File: config.mk
export PLATFORM = sky130hd
export DESIGN_NAME = prod_accum
export DESIGN_NICKNAME = d
export VERILOG_FILES = /design/src/rtl/prod_accum.sv
export SDC_FILE = /design/constraint.sdc
export NUM_CORES = 1
export LEC_CHECK = 0
export CORE_MARGIN = 5
export CORE_UTILIZATION = 50
export CTS_BUF_LIST = sky130_fd_sc_hd__clkbuf_4 sky130_fd_sc_hd__clkbuf_8
export DETAILED_ROUTE_END_ITERATION = 12
export HOLD_SLACK_MARGIN = 0.02
export PLACE_DENSITY = 0.79
export RECOVER_POWER = 100
export SYNTH_ARGS = -nofsm -noshare
export SYNTH_HDL_FRONTEND = slang
export SYNTH_SLANG_ARGS = --single-unit
File: constraint.sdc
create_clock -name clock -period 2.72 [get_ports clock]
set_input_delay 0.272 -clock clock [delete_from_list [all_inputs] [get_ports clock]]
set_output_delay 0.272 -clock clock [all_outputs]
set_load 0.1 [all_outputs]
File: src/rtl/prod_accum.sv
// -----------------------------------------------------------------------------
// prod_accum
//
// Burst accumulator for unsigned 16-bit product words. A start request in IDLE
// latches the burst length and clears the running sum. ACCUM then adds every
// valid product. The edge that accepts the last product presents the final sum
// and moves to DONE. The result stays stable until the consumer acknowledges
// it with rd_ack.
//
// Parameters
//   ACC_W  accumulator / result width (17..32)
//   CNT_W  width of the burst-length field; len == 0 means 2^CNT_W products
//
// Ports
//   clock   in   rising-edge clock
//   reset   in   asynchronous, active-high reset
//   start   in   begin a new burst (honoured only in IDLE)
//   len     in   CNT_W  burst length, 0 encodes 2^CNT_W
//   prodt   in   16     unsigned product word
//   valid   in   prodt is valid this cycle (honoured only in ACCUM)
//   rd_ack  in   consumer has taken the result (honoured only in DONE)
//   acc     out  ACC_W  registered running sum / final result
//   busy    out  burst in progress
//   done    out  acc holds a final burst result
//   ovf     out  sticky carry-out of the current burst
// -----------------------------------------------------------------------------
module prod_accum #(
    parameter int ACC_W = 24,
    parameter int CNT_W = 4
) (
    input  logic             clock,
    input  logic             reset,
    input  logic             start,
    input  logic [CNT_W-1:0] len,
    input  logic [15:0]      prodt,
    input  logic             valid,
    input  logic             rd_ack,
    output logic [ACC_W-1:0] acc,
    output logic             busy,
    output logic             done,
    output logic             ovf
);

    // One extra bit so the counter can hold the full 2^CNT_W burst length.
    localparam int REM_W = CNT_W + 1;

    typedef enum logic [1:0] {
        ST_IDLE  = 2'd0,
        ST_ACCUM = 2'd1,
        ST_DONE  = 2'd2
    } state_t;

    state_t           state_reg, state_next;
    logic [ACC_W-1:0] acc_reg, acc_next;
    logic [REM_W-1:0] remaining_reg, remaining_next;
    logic             busy_reg, busy_next;
    logic             done_reg, done_next;
    logic             ovf_reg, ovf_next;

    // Zero-extended add one bit wider than the accumulator.
    // The top bit of sum is the carry out of bit ACC_W-1.
    logic [ACC_W:0]   sum;
    logic [REM_W-1:0] burst_len;

    assign sum = {1'b0, acc_reg} + {{(ACC_W - 15){1'b0}}, prodt};

    // A zero length field encodes the maximum burst of 2^CNT_W products.
    assign burst_len = (len == '0) ? {1'b1, {CNT_W{1'b0}}} : {1'b0, len};

    always_ff @(posedge clock or posedge reset) begin
        if (reset) begin
            state_reg     <= ST_IDLE;
            acc_reg       <= '0;
            remaining_reg <= '0;
            busy_reg      <= 1'b0;
            done_reg      <= 1'b0;
            ovf_reg       <= 1'b0;
        end else begin
            state_reg     <= state_next;
            acc_reg       <= acc_next;
            remaining_reg <= remaining_next;
            busy_reg      <= busy_next;
            done_reg      <= done_next;
            ovf_reg       <= ovf_next;
        end
    end

    always_comb begin
        state_next     = state_reg;
        acc_next       = acc_reg;
        remaining_next = remaining_reg;
        busy_next      = busy_reg;
        done_next      = done_reg;
        ovf_next       = ovf_reg;

        case (state_reg)
            ST_IDLE: begin
                // valid is deliberately not looked at here, even alongside start.
                if (start) begin
                    remaining_next = burst_len;
                    acc_next       = '0;
                    ovf_next       = 1'b0;
                    busy_next      = 1'b1;
                    done_next      = 1'b0;
                    state_next     = ST_ACCUM;
                end
            end

            ST_ACCUM: begin
                if (valid) begin
                    acc_next       = sum[ACC_W-1:0];
                    remaining_next = remaining_reg - REM_W'(1);
                    if (sum[ACC_W]) begin
                        ovf_next = 1'b1;
                    end
                    // The final accept publishes the result on the same edge.
                    if (remaining_reg == REM_W'(1)) begin
                        busy_next  = 1'b0;
                        done_next  = 1'b1;
                        state_next = ST_DONE;
                    end
                end
            end

            ST_DONE: begin
                // Products and start requests are dropped until the result is taken.
                if (rd_ack) begin
                    done_next  = 1'b0;
                    state_next = ST_IDLE;
                end
            end

            default: begin
                state_next = ST_IDLE;
                busy_next  = 1'b0;
                done_next  = 1'b0;
            end
        endcase
    end

    assign acc  = acc_reg;
    assign busy = busy_reg;
    assign done = done_reg;
    assign ovf  = ovf_reg;

endmodule

==> results of run 1 <==
[layout make-up]
class | instances | area, µm² | share of cell area
Sequential cell | 33 | 828 | 0.290
Timing Repair Buffer | 63 | 413 | 0.144
Clock buffer | 8 | 97.6 | 0.0341
Tap cell | 54 | 67.6 | 0.0236
Multi-Input combinational cell | 213 | 1420 | 0.498
Inverter | 8 | 30.0 | 0.0105
[metal layers]
metal / global-route usage / vias to the layer above / part of all wire
li1: - / 1106 / -
met1: 0.251 / 1032 / 0.46
met2: 0.312 / 59 / 0.47
met3: 0.0385 / 11 / 0.051
met4: 0.0717 / 0 / 0.016
met5: 0 / - / 0
[worst max-delay path, stage by stage (launching register included)]
cell and delay [ns]:
sky130_fd_sc_hd__dfrtp_2 0.41, sky130_fd_sc_hd__ha_1 0.22, sky130_fd_sc_hd__fa_1 0.42, sky130_fd_sc_hd__a21o_2 0.23, sky130_fd_sc_hd__a221oi_1 0.24, sky130_fd_sc_hd__clkbuf_1 0.23, sky130_fd_sc_hd__o311ai_1 0.14, sky130_fd_sc_hd__o311ai_2 0.21
sky130_fd_sc_hd__o21ai_0 0.21, sky130_fd_sc_hd__a21oi_1 0.16
[worst max path at each step]
stage,slack [ns],to
2_1_floorplan,0.03,acc[21]
5_1_grt,0.007,ovf
6_report,0.17,acc[22]
4_1_cts,0.26,ovf
3_3_place_gp,0.05,ovf
3_5_place_dp,-0.05,ovf
[placed cells by master, fill, tap and decap left out, types with 3 or more instances in the layout]
cell	instances
sky130_fd_sc_hd__a21o_1	6
sky130_fd_sc_hd__a21o_2	4
sky130_fd_sc_hd__a21oi_1	20
sky130_fd_sc_hd__and3_1	3
sky130_fd_sc_hd__buf_4	7
sky130_fd_sc_hd__clkbuf_1	32
sky130_fd_sc_hd__clkbuf_8	6
sky130_fd_sc_hd__clkdlybuf4s50_1	22
sky130_fd_sc_hd__dfrtp_1	31
sky130_fd_sc_hd__ha_1	18
sky130_fd_sc_hd__inv_1	8
sky130_fd_sc_hd__mux2i_1	3
sky130_fd_sc_hd__nand2_1	35
sky130_fd_sc_hd__nand2b_1	4
sky130_fd_sc_hd__nand3_1	7
sky130_fd_sc_hd__nor2_1	11
sky130_fd_sc_hd__nor3_1	4
sky130_fd_sc_hd__o211ai_1	3
sky130_fd_sc_hd__o21ai_0	31
sky130_fd_sc_hd__or3_1	7
sky130_fd_sc_hd__xnor2_1	6
sky130_fd_sc_hd__xor2_1	8
[kinds of logic after synthesis]
family / synth area share
mux: 0.0175
fa+ha+maj: 0.104
simple gates: 0.186
xor+xnor: 0.0519
buf+inv: 0.0408
compound gates: 0.250
flops: 0.350
[stage by stage]
stage | setup WS [ns] | std cells | hold WS [ns] | cell area [µm²]
detailed placement | -0.0466 | 371 | 0.479 | 2900
global route | 0.00744 | 379 | 0.526 | 2860
CTS | 0.255 | 379 | 0.439 | 3000
finish | 0.166 | 379 | 0.492 | 2860
floorplan | 0.0293 | 265 | 0.401 | 2360
global placement | 0.0546 | 371 | 0.465 | 2900
==> impl_metrics.ini, run 1 <==
[route]
route.detailed.wl_per_inst_um = 15.4
post_drt_via_cell_ratio = 5.83
first_iter_violations = 141
remaining_drc_errors = 0
via_count = 2208
wirelength_mm = 5.85
antenna_left = 0
drt_first_pass_iters = 4

[hold_path]
hold_path_depth = 2
worst_hold_startpoint = busy
worst_hold_path_type = reg -> reg
hold-path-endpoint = busy

[timing]
unrepaired_setup_endpoints_after_global_routing = no
post-route-period-util = 0.939
setup_viol_count_final = 0
actual_slew_at_the_worst_max_slew_pin_ns = 1.18
finalSetupTns_ns = 0
maximum_achievable_frequency_mhz = 392
finClkSkew_ns = 0.00772
hold_viol_final = 0
timing.final.crit_period_ns = 2.55
max-slew-margin-rel = 0.220
timing_max_transition_violations_final = 0

[setup_path]
setup.worst_path.class = reg -> reg
worst_ep_arrival_time_ns = 2.78
setup.worst_path.end_class = flop
timing.rr.end = acc[22]
number_of_cells_on_the_worst_reg_to_reg_path = 9
crit_path_max_fanout = 10
timing.rr.start = acc[0]
reg2reg_slack_ns = 0.17
timing.critical_path.from_type = flop
cp.required_ns = 2.94
critical_path_start = acc[0]

[synthesis]
synthesis.instances = 265
unique_cell_type_count_in_the_yosys_netlist = 57
synth_commonest_cells = sky130_fd_sc_hd__nand2_1 (35), sky130_fd_sc_hd__dfrtp_1 (33), sky130_fd_sc_hd__o21ai_0 (31)
post-synth-top-count-cell = sky130_fd_sc_hd__nand2_1
synth.yosys.seq_area_share = 0.350
number_of_enable_flip_flop_cells_after_synthesis = 0
synth_ff_type = sky130_fd_sc_hd__dfrtp_1
async_reset_ff_frac = 1.00
library_cell_occupying_the_most_area_in_the_post_synthesis_netlist = sky130_fd_sc_hd__dfrtp_1
post_synth_main_area_contributors = sky130_fd_sc_hd__dfrtp_1 (35%), sky130_fd_sc_hd__ha_1 (9.5%), sky130_fd_sc_hd__o21ai_0 (6.6%)
synth_top_cell_area_share = 0.350
synthesis.area_mm2 = 0.00236
synth_area_per_cell_um2 = 8.91
yosysWarnings = 0
synthesis.nets = 309
ys_seq_elements = 33

[clock_network]
quantity_of_hold_fixing_buffers_added_after_cts = 0
worstSkewPairLatency_ns = 0.29
tritoncts_clock_tree = done
cts_setup_buffers = 0
cts_buffer_count = 5
clk_pin_slew_worst_paths_ns = 0.07
cts_resized = 0
ctsLongestPathBuffers = 2
cts-root-buf = sky130_fd_sc_hd__clkbuf_8
cts.sink_count = 33
clock_tree.htree_level_count = 2

[cells_and_area]
areaGrowthSynthToFinish_pct = 21.1
design.final.nets = 368
antenna_cells = 0
num-fill-cells = 440
largest_register_ff_count = 24
post_route_cells_drive_above_1_share = 0.0892
final_core_utilization = 0.614

[die]
design.portCount = 52
floorplan.core_area_mm2 = 0.00466
floorplan.die.width_um = 78.7
initial_core_util = 0.507
standard_cell_rows = 25
fp.dieArea_mm2 = 0.00620
height_of_the_die_um = 78.7

[placement]
hpwlAfterDp_mm = 4.51
place.port_buffers = 51
place_congestion = 0.893

[grt]
grt_overflow = 0
track_usage = 0.192
maximum_number_of_pins_on_one_net_before_global_route_repair = 20
grt_first_pass_wirelength_mm = 9.63
number_of_antenna_violations_at_the_first_check_in_global_routing = 0
grt_pass1_vias = 2078

[run_status]
outcome = completed

[run]
drv.max_cap_violation_count = 0
Power of run 1 is left out: the tool's default activity adds up to more than one toggle a clock period on the data nets, which glitch-free logic cannot reach.
==> inputs of run 2 (changes only) <==
DONT_BUFFER_PORTS = 1   (was default)
PLACE_DENSITY = 0.72   (was 0.79)
==> run 2 against run 1 <==
Net effect:
- cell count down 8.2%
- non-clock buffer count is 31 lower
- utilization fell by 5.2 points
- fmax increased by 4.0%
- first-iteration DRC count down 7.8%
- worst hold slack got worse by 0.34 ns
- flip-flop and latch count unchanged
- design area down 8.4%
- sequential share of layout area rose by 2.7 points
- routed wire length down 1.6%
- critical endpoint is now acc[20]
==> impl_metrics.ini, run 2 (same netlist as run 1, synthesis figures left out) <==
[grt]
grt_pass1_vias = 1989
grt_first_pass_wirelength_mm = 9.34
grt_overflow = 0
track_usage = 0.191
maximum_number_of_pins_on_one_net_before_global_route_repair = 34
number_of_antenna_violations_at_the_first_check_in_global_routing = 0

[route]
first_iter_violations = 130
post_drt_via_cell_ratio = 5.94
antenna_left = 0
via_count = 2067
wirelength_mm = 5.75
remaining_drc_errors = 0
route.detailed.wl_per_inst_um = 16.5
drt_first_pass_iters = 4

[timing]
timing.final.crit_period_ns = 2.45
finClkSkew_ns = 0.00565
setup_viol_count_final = 0
unrepaired_setup_endpoints_after_global_routing = no
maximum_achievable_frequency_mhz = 407
hold_viol_final = 0
actual_slew_at_the_worst_max_slew_pin_ns = 1.31
finalSetupTns_ns = 0
timing_max_transition_violations_final = 0
post-route-period-util = 0.902
max-slew-margin-rel = 0.128
finalWorstSetupSlack_ns = 0.266

[cells_and_area]
num-fill-cells = 455
areaGrowthSynthToFinish_pct = 10.9
post_route_cells_drive_above_1_share = 0.0986
largest_register_ff_count = 24
mostFrequentLayoutCells = sky130_fd_sc_hd__nand2_1 (35), sky130_fd_sc_hd__o21ai_0 (31), sky130_fd_sc_hd__dfrtp_1 (31), sky130_fd_sc_hd__clkbuf_1 (25), sky130_fd_sc_hd__a21oi_1 (20)
design.final.nets = 337
post-route-cell-area_mm2 = 0.00262
antenna_cells = 0
layout_commonest_cell = sky130_fd_sc_hd__nand2_1
ff_latch_area_um2 = 828
multi_input_combinational_cell_area_mm2 = 0.00145

[setup_path]
timing.rr.start = acc[0]
setup.worst_path.end_class = flop
reg2reg_slack_ns = 0.27
cp-endpoint = acc[20]
number_of_cells_on_the_worst_reg_to_reg_path = 8
crit_path_max_fanout = 10
timing.rr.end = acc[20]
timing.critical_path.from_type = flop
critical_path_start = acc[0]
worst_ep_arrival_time_ns = 2.66
setup.worst_path.class = reg -> reg
cp.required_ns = 2.93

[die]
floorplan.die.width_um = 78.7
standard_cell_rows = 25
initial_core_util = 0.507
fp.dieArea_mm2 = 0.00620
height_of_the_die_um = 78.7
floorplan.core_area_mm2 = 0.00466
design.portCount = 52

[clock_network]
cts.sink_count = 33
clock_tree.htree_level_count = 2
clk_pin_slew_worst_paths_ns = 0.07
worstSkewPairLatency_ns = 0.29
tritoncts_clock_tree = done
cts_buffer_count = 5
ctsLongestPathBuffers = 2
cts-root-buf = sky130_fd_sc_hd__clkbuf_8

[placement]
place_area_mm2 = 0.00260
place_congestion = 0.892
place.port_buffers = 0
hpwlAfterDp_mm = 4.42
pre_cts_ws_ns = 0.167

[run_status]
outcome = completed

[run]
drv.max_cap_violation_count = 0

[hold_path]
worst_hold_path_type = in -> reg
[run 2: metal layers]
| metal | track usage | wire, µm | share of wire | vias up |
|---|---|---|---|---|
| met2 | 0.328 | 2770 | 0.48 | 54 |
| met1 | 0.224 | 2530 | 0.44 | 972 |
| li1 | - | - | - | 1032 |
| met3 | 0.0646 | 371 | 0.064 | 9 |
| met5 | 0 | 0 | 0 | - |
| met4 | 0.0594 | 82 | 0.014 | 0 |
[run 2: metrics by stage]
step | instances | util | hold slack (ns)
floorplan | 265 | - | 0.401
global placement | 339 | 0.558 | 0.287
detailed placement | 339 | 0.558 | 0.294
CTS | 348 | 0.581 | 0.140
global route | 348 | 0.562 | 0.142
finish | 348 | 0.562 | 0.148
[run 2: worst min-delay path by stage]
| stage | startpoint | to | slack [ns] | cells past startpoint |
|---|---|---|---|---|
| floorplan | reset | acc[10] | 0.40 | 1 |
| finish | start | state_reg[0] | 0.15 | 2 |
| CTS | start | state_reg[0] | 0.14 | 2 |
| global placement | reset | remaining_reg[2] | 0.29 | 2 |
| detailed placement | reset | remaining_reg[2] | 0.29 | 2 |
| global route | start | state_reg[0] | 0.14 | 2 |
[run 2: layout make-up]
| class | count | area share |
|---|---|---|
| clock buffers | 7 | 0.0368 |
| clock inverters | 1 | 0.00191 |
| inverters | 8 | 0.0115 |
| multi-input cells | 213 | 0.552 |
| flip-flops and latches | 33 | 0.316 |
| well taps | 54 | 0.0258 |
| repair buffers | 32 | 0.0559 |
[run 2: worst max-delay path, cell delays in order (launching register included)]
cell and delay [ns]:
sky130_fd_sc_hd__dfrtp_2 0.40, sky130_fd_sc_hd__ha_1 0.22, sky130_fd_sc_hd__fa_1 0.42, sky130_fd_sc_hd__a21o_2 0.24
sky130_fd_sc_hd__a221oi_2 0.37, sky130_fd_sc_hd__o311ai_1 0.15, sky130_fd_sc_hd__o311ai_2 0.20, sky130_fd_sc_hd__o21ai_0 0.18
sky130_fd_sc_hd__a21oi_1 0.20
[run 2: what timing repair did]
action | CTS | global route
hold buffers | 1 | 0
resized for setup | 0 | 1
endpoints found under the setup margin | 0 | 2
setup buffers | 0 | 0
hold endpoints to repair | 33 | 0
Power of run 2 is left out for the same reason.
==> inputs of run 3 (changes only) <==
--- a/config.mk
+++ b/config.mk
@@ -9,4 +9,5 @@
 export CORE_UTILIZATION = 50
 export CTS_BUF_LIST = sky130_fd_sc_hd__clkbuf_4 sky130_fd_sc_hd__clkbuf_8
+export CTS_CLUSTER_SIZE = 28
 export DETAILED_ROUTE_END_ITERATION = 12
 export DONT_BUFFER_PORTS = 1
==> constraint.sdc (replaced) <==
create_clock -name clock -period 2.72 [get_ports clock]
set_input_delay 0.544 -clock clock [delete_from_list [all_inputs] [get_ports clock]]
set_output_delay 0.544 -clock clock [all_outputs]
set_load 0.1 [all_outputs]
==> run 3 against run 2 <==
Net effect:
- global-route usage up 0.17 points
- the flow now finishes with violations (max-capacitance violations, max-slew violations)
- non-clock buffer count up 1
- design area down 0.33%
- fmax down 1.6%
- worst hold slack better by 0.28 ns
- first-iteration DRC count up 2.3%
- die area unchanged
- clock skew up 0.0042 ns
- critical endpoint unchanged
- flip-flop and latch count unchanged
- register-to-register slack worse by 0.04 ns
==> impl_metrics.ini, run 3 (same netlist as run 1, synthesis figures left out) <==
[placement]
hpwlAfterDp_mm = 4.29
place_congestion = 0.869
place.port_buffers = 0
dpl.cell_count = 341

[timing]
unrepaired_setup_endpoints_after_global_routing = no
timing_max_transition_violations_final = 34
maximum_achievable_frequency_mhz = 401
actual_slew_at_the_worst_max_slew_pin_ns = 1.79
post-route-period-util = 0.917
max-slew-margin-rel = -0.194
finClkSkew_ns = 0.00989
hold_viol_final = 0
setup_viol_count_final = 0
timing.final.crit_period_ns = 2.49
finalSetupTns_ns = 0

[hold_path]
worst_hold_path_type = in -> reg

[die]
fp.dieArea_mm2 = 0.00620
standard_cell_rows = 25
design.portCount = 52
initial_core_util = 0.507
height_of_the_die_um = 78.7
floorplan.core_area_mm2 = 0.00466
floorplan.die.width_um = 78.7

[cells_and_area]
final_cell_count_no_fill = 349
design.final.nets = 338
areaGrowthSynthToFinish_pct = 10.5
post_route_cells_drive_above_1_share = 0.0983
layout_commonest_cell = sky130_fd_sc_hd__nand2_1
multi_input_combinational_cell_area_mm2 = 0.00144
num-fill-cells = 446
largest_register_ff_count = 24
ff_latch_area_um2 = 828
antenna_cells = 0
mostFrequentLayoutCells = sky130_fd_sc_hd__nand2_1 (35), sky130_fd_sc_hd__o21ai_0 (31), sky130_fd_sc_hd__dfrtp_1 (31), sky130_fd_sc_hd__clkbuf_1 (27), sky130_fd_sc_hd__a21oi_1 (20)

[route]
wirelength_mm = 5.63
post_drt_via_cell_ratio = 6.03
drt_first_pass_iters = 4
antenna_left = 0
route.detailed.wl_per_inst_um = 16.1
remaining_drc_errors = 0
via_count = 2103
first_iter_violations = 133

[clock_network]
quantity_of_hold_fixing_buffers_added_after_cts = 0
cts_setup_buffers = 0
tritoncts_clock_tree = done
cts_buffer_count = 5
ctsLongestPathBuffers = 2
cts-root-buf = sky130_fd_sc_hd__clkbuf_8
clk_pin_slew_worst_paths_ns = 0.07
worstSkewPairLatency_ns = 0.29
clock_tree.htree_level_count = 2
cts_resized = 0
cts.sink_count = 33

[grt]
number_of_antenna_violations_at_the_first_check_in_global_routing = 0
grt_first_pass_wirelength_mm = 9.52
met2_usage = 0.310
grt_pass1_vias = 1969
maximum_number_of_pins_on_one_net_before_global_route_repair = 34
track_usage = 0.192
grt_busiest_layer = met2
grt.met1_usage = 0.253
grt_use_met3 = 0.0488
grt_overflow = 0

[setup_path]
crit_path_max_fanout = 10
setup.worst_path.end_class = flop
crit_path_top_delay_cell = sky130_fd_sc_hd__fa_1
timing.critical_path.cells = ha_1 > fa_1 > a21o_2 > a221oi_1 > buf_4 > o311ai_1 > o311ai_2 > o21ai_0 > a21oi_1
cp_max_stage_delay_ns = 0.41
timing.critical_path.from_type = flop
worst_ep_arrival_time_ns = 2.71
cp.required_ns = 2.93
setup.worst_path.class = reg -> reg

[run_status]
outcome = finished with violations
failed_checks = max-capacitance violations, max-slew violations

[run]
drv.max_cap_violation_count = 1
run 3: stage by stage:
stage,area (µm²),worst slack (ns),hold WS [ns],utilization
floorplan,2360,0.0293,0.472,-
global placement,2610,0.210,0.492,0.561
detailed placement,2610,0.140,0.511,0.561
CTS,2710,0.293,0.251,0.582
global route,2610,0.0546,0.428,0.560
finish,2610,0.227,0.429,0.560
run 3: area by class of cell:
class | count | area share
clock buffer | 8 | 0.0374
inverter | 8 | 0.0115
multi-input combinational | 213 | 0.552
sequential | 33 | 0.317
tap | 54 | 0.0259
timing repair buffer | 33 | 0.0561
run 3: per-layer routing:
metal | part of all wire | vias to the layer above | wire (µm)
met3 | 0.064 | 13 | 359
met5 | 0 | - | 0
met1 | 0.44 | 995 | 2480
li1 | - | 1038 | -
met2 | 0.48 | 57 | 2680
met4 | 0.020 | 0 | 110
run 3: final timing paths:
| kind | startpoint | depth (start not counted) | slack, ns | endpoint |
|---|---|---|---|---|
| setup reg to reg | acc[0] | 9 | 0.23 | acc[20] |
| hold / removal | start | 2 | 0.43 | state_reg[0] |
| max in group asynchronous | reset | 2 | 0.78 | acc[13] |
| hold reg to reg | remaining_reg[4] | 2 | 0.53 | remaining_reg[4] |
| min in group asynchronous | reset | 2 | 0.78 | acc[4] |
| setup / recovery | acc[0] | 9 | 0.23 | acc[20] |
run 3: worst max-delay path, delay by kind of cell (launching register included):
kind	cells	cell delay [ns]
AO/OA/AOI/OAI	6	1.22
adder cells (fa/ha/maj)	2	0.63
flip-flops	1	0.40
buffers and inverters	1	0.18
Power of run 3 is left out for the same reason.
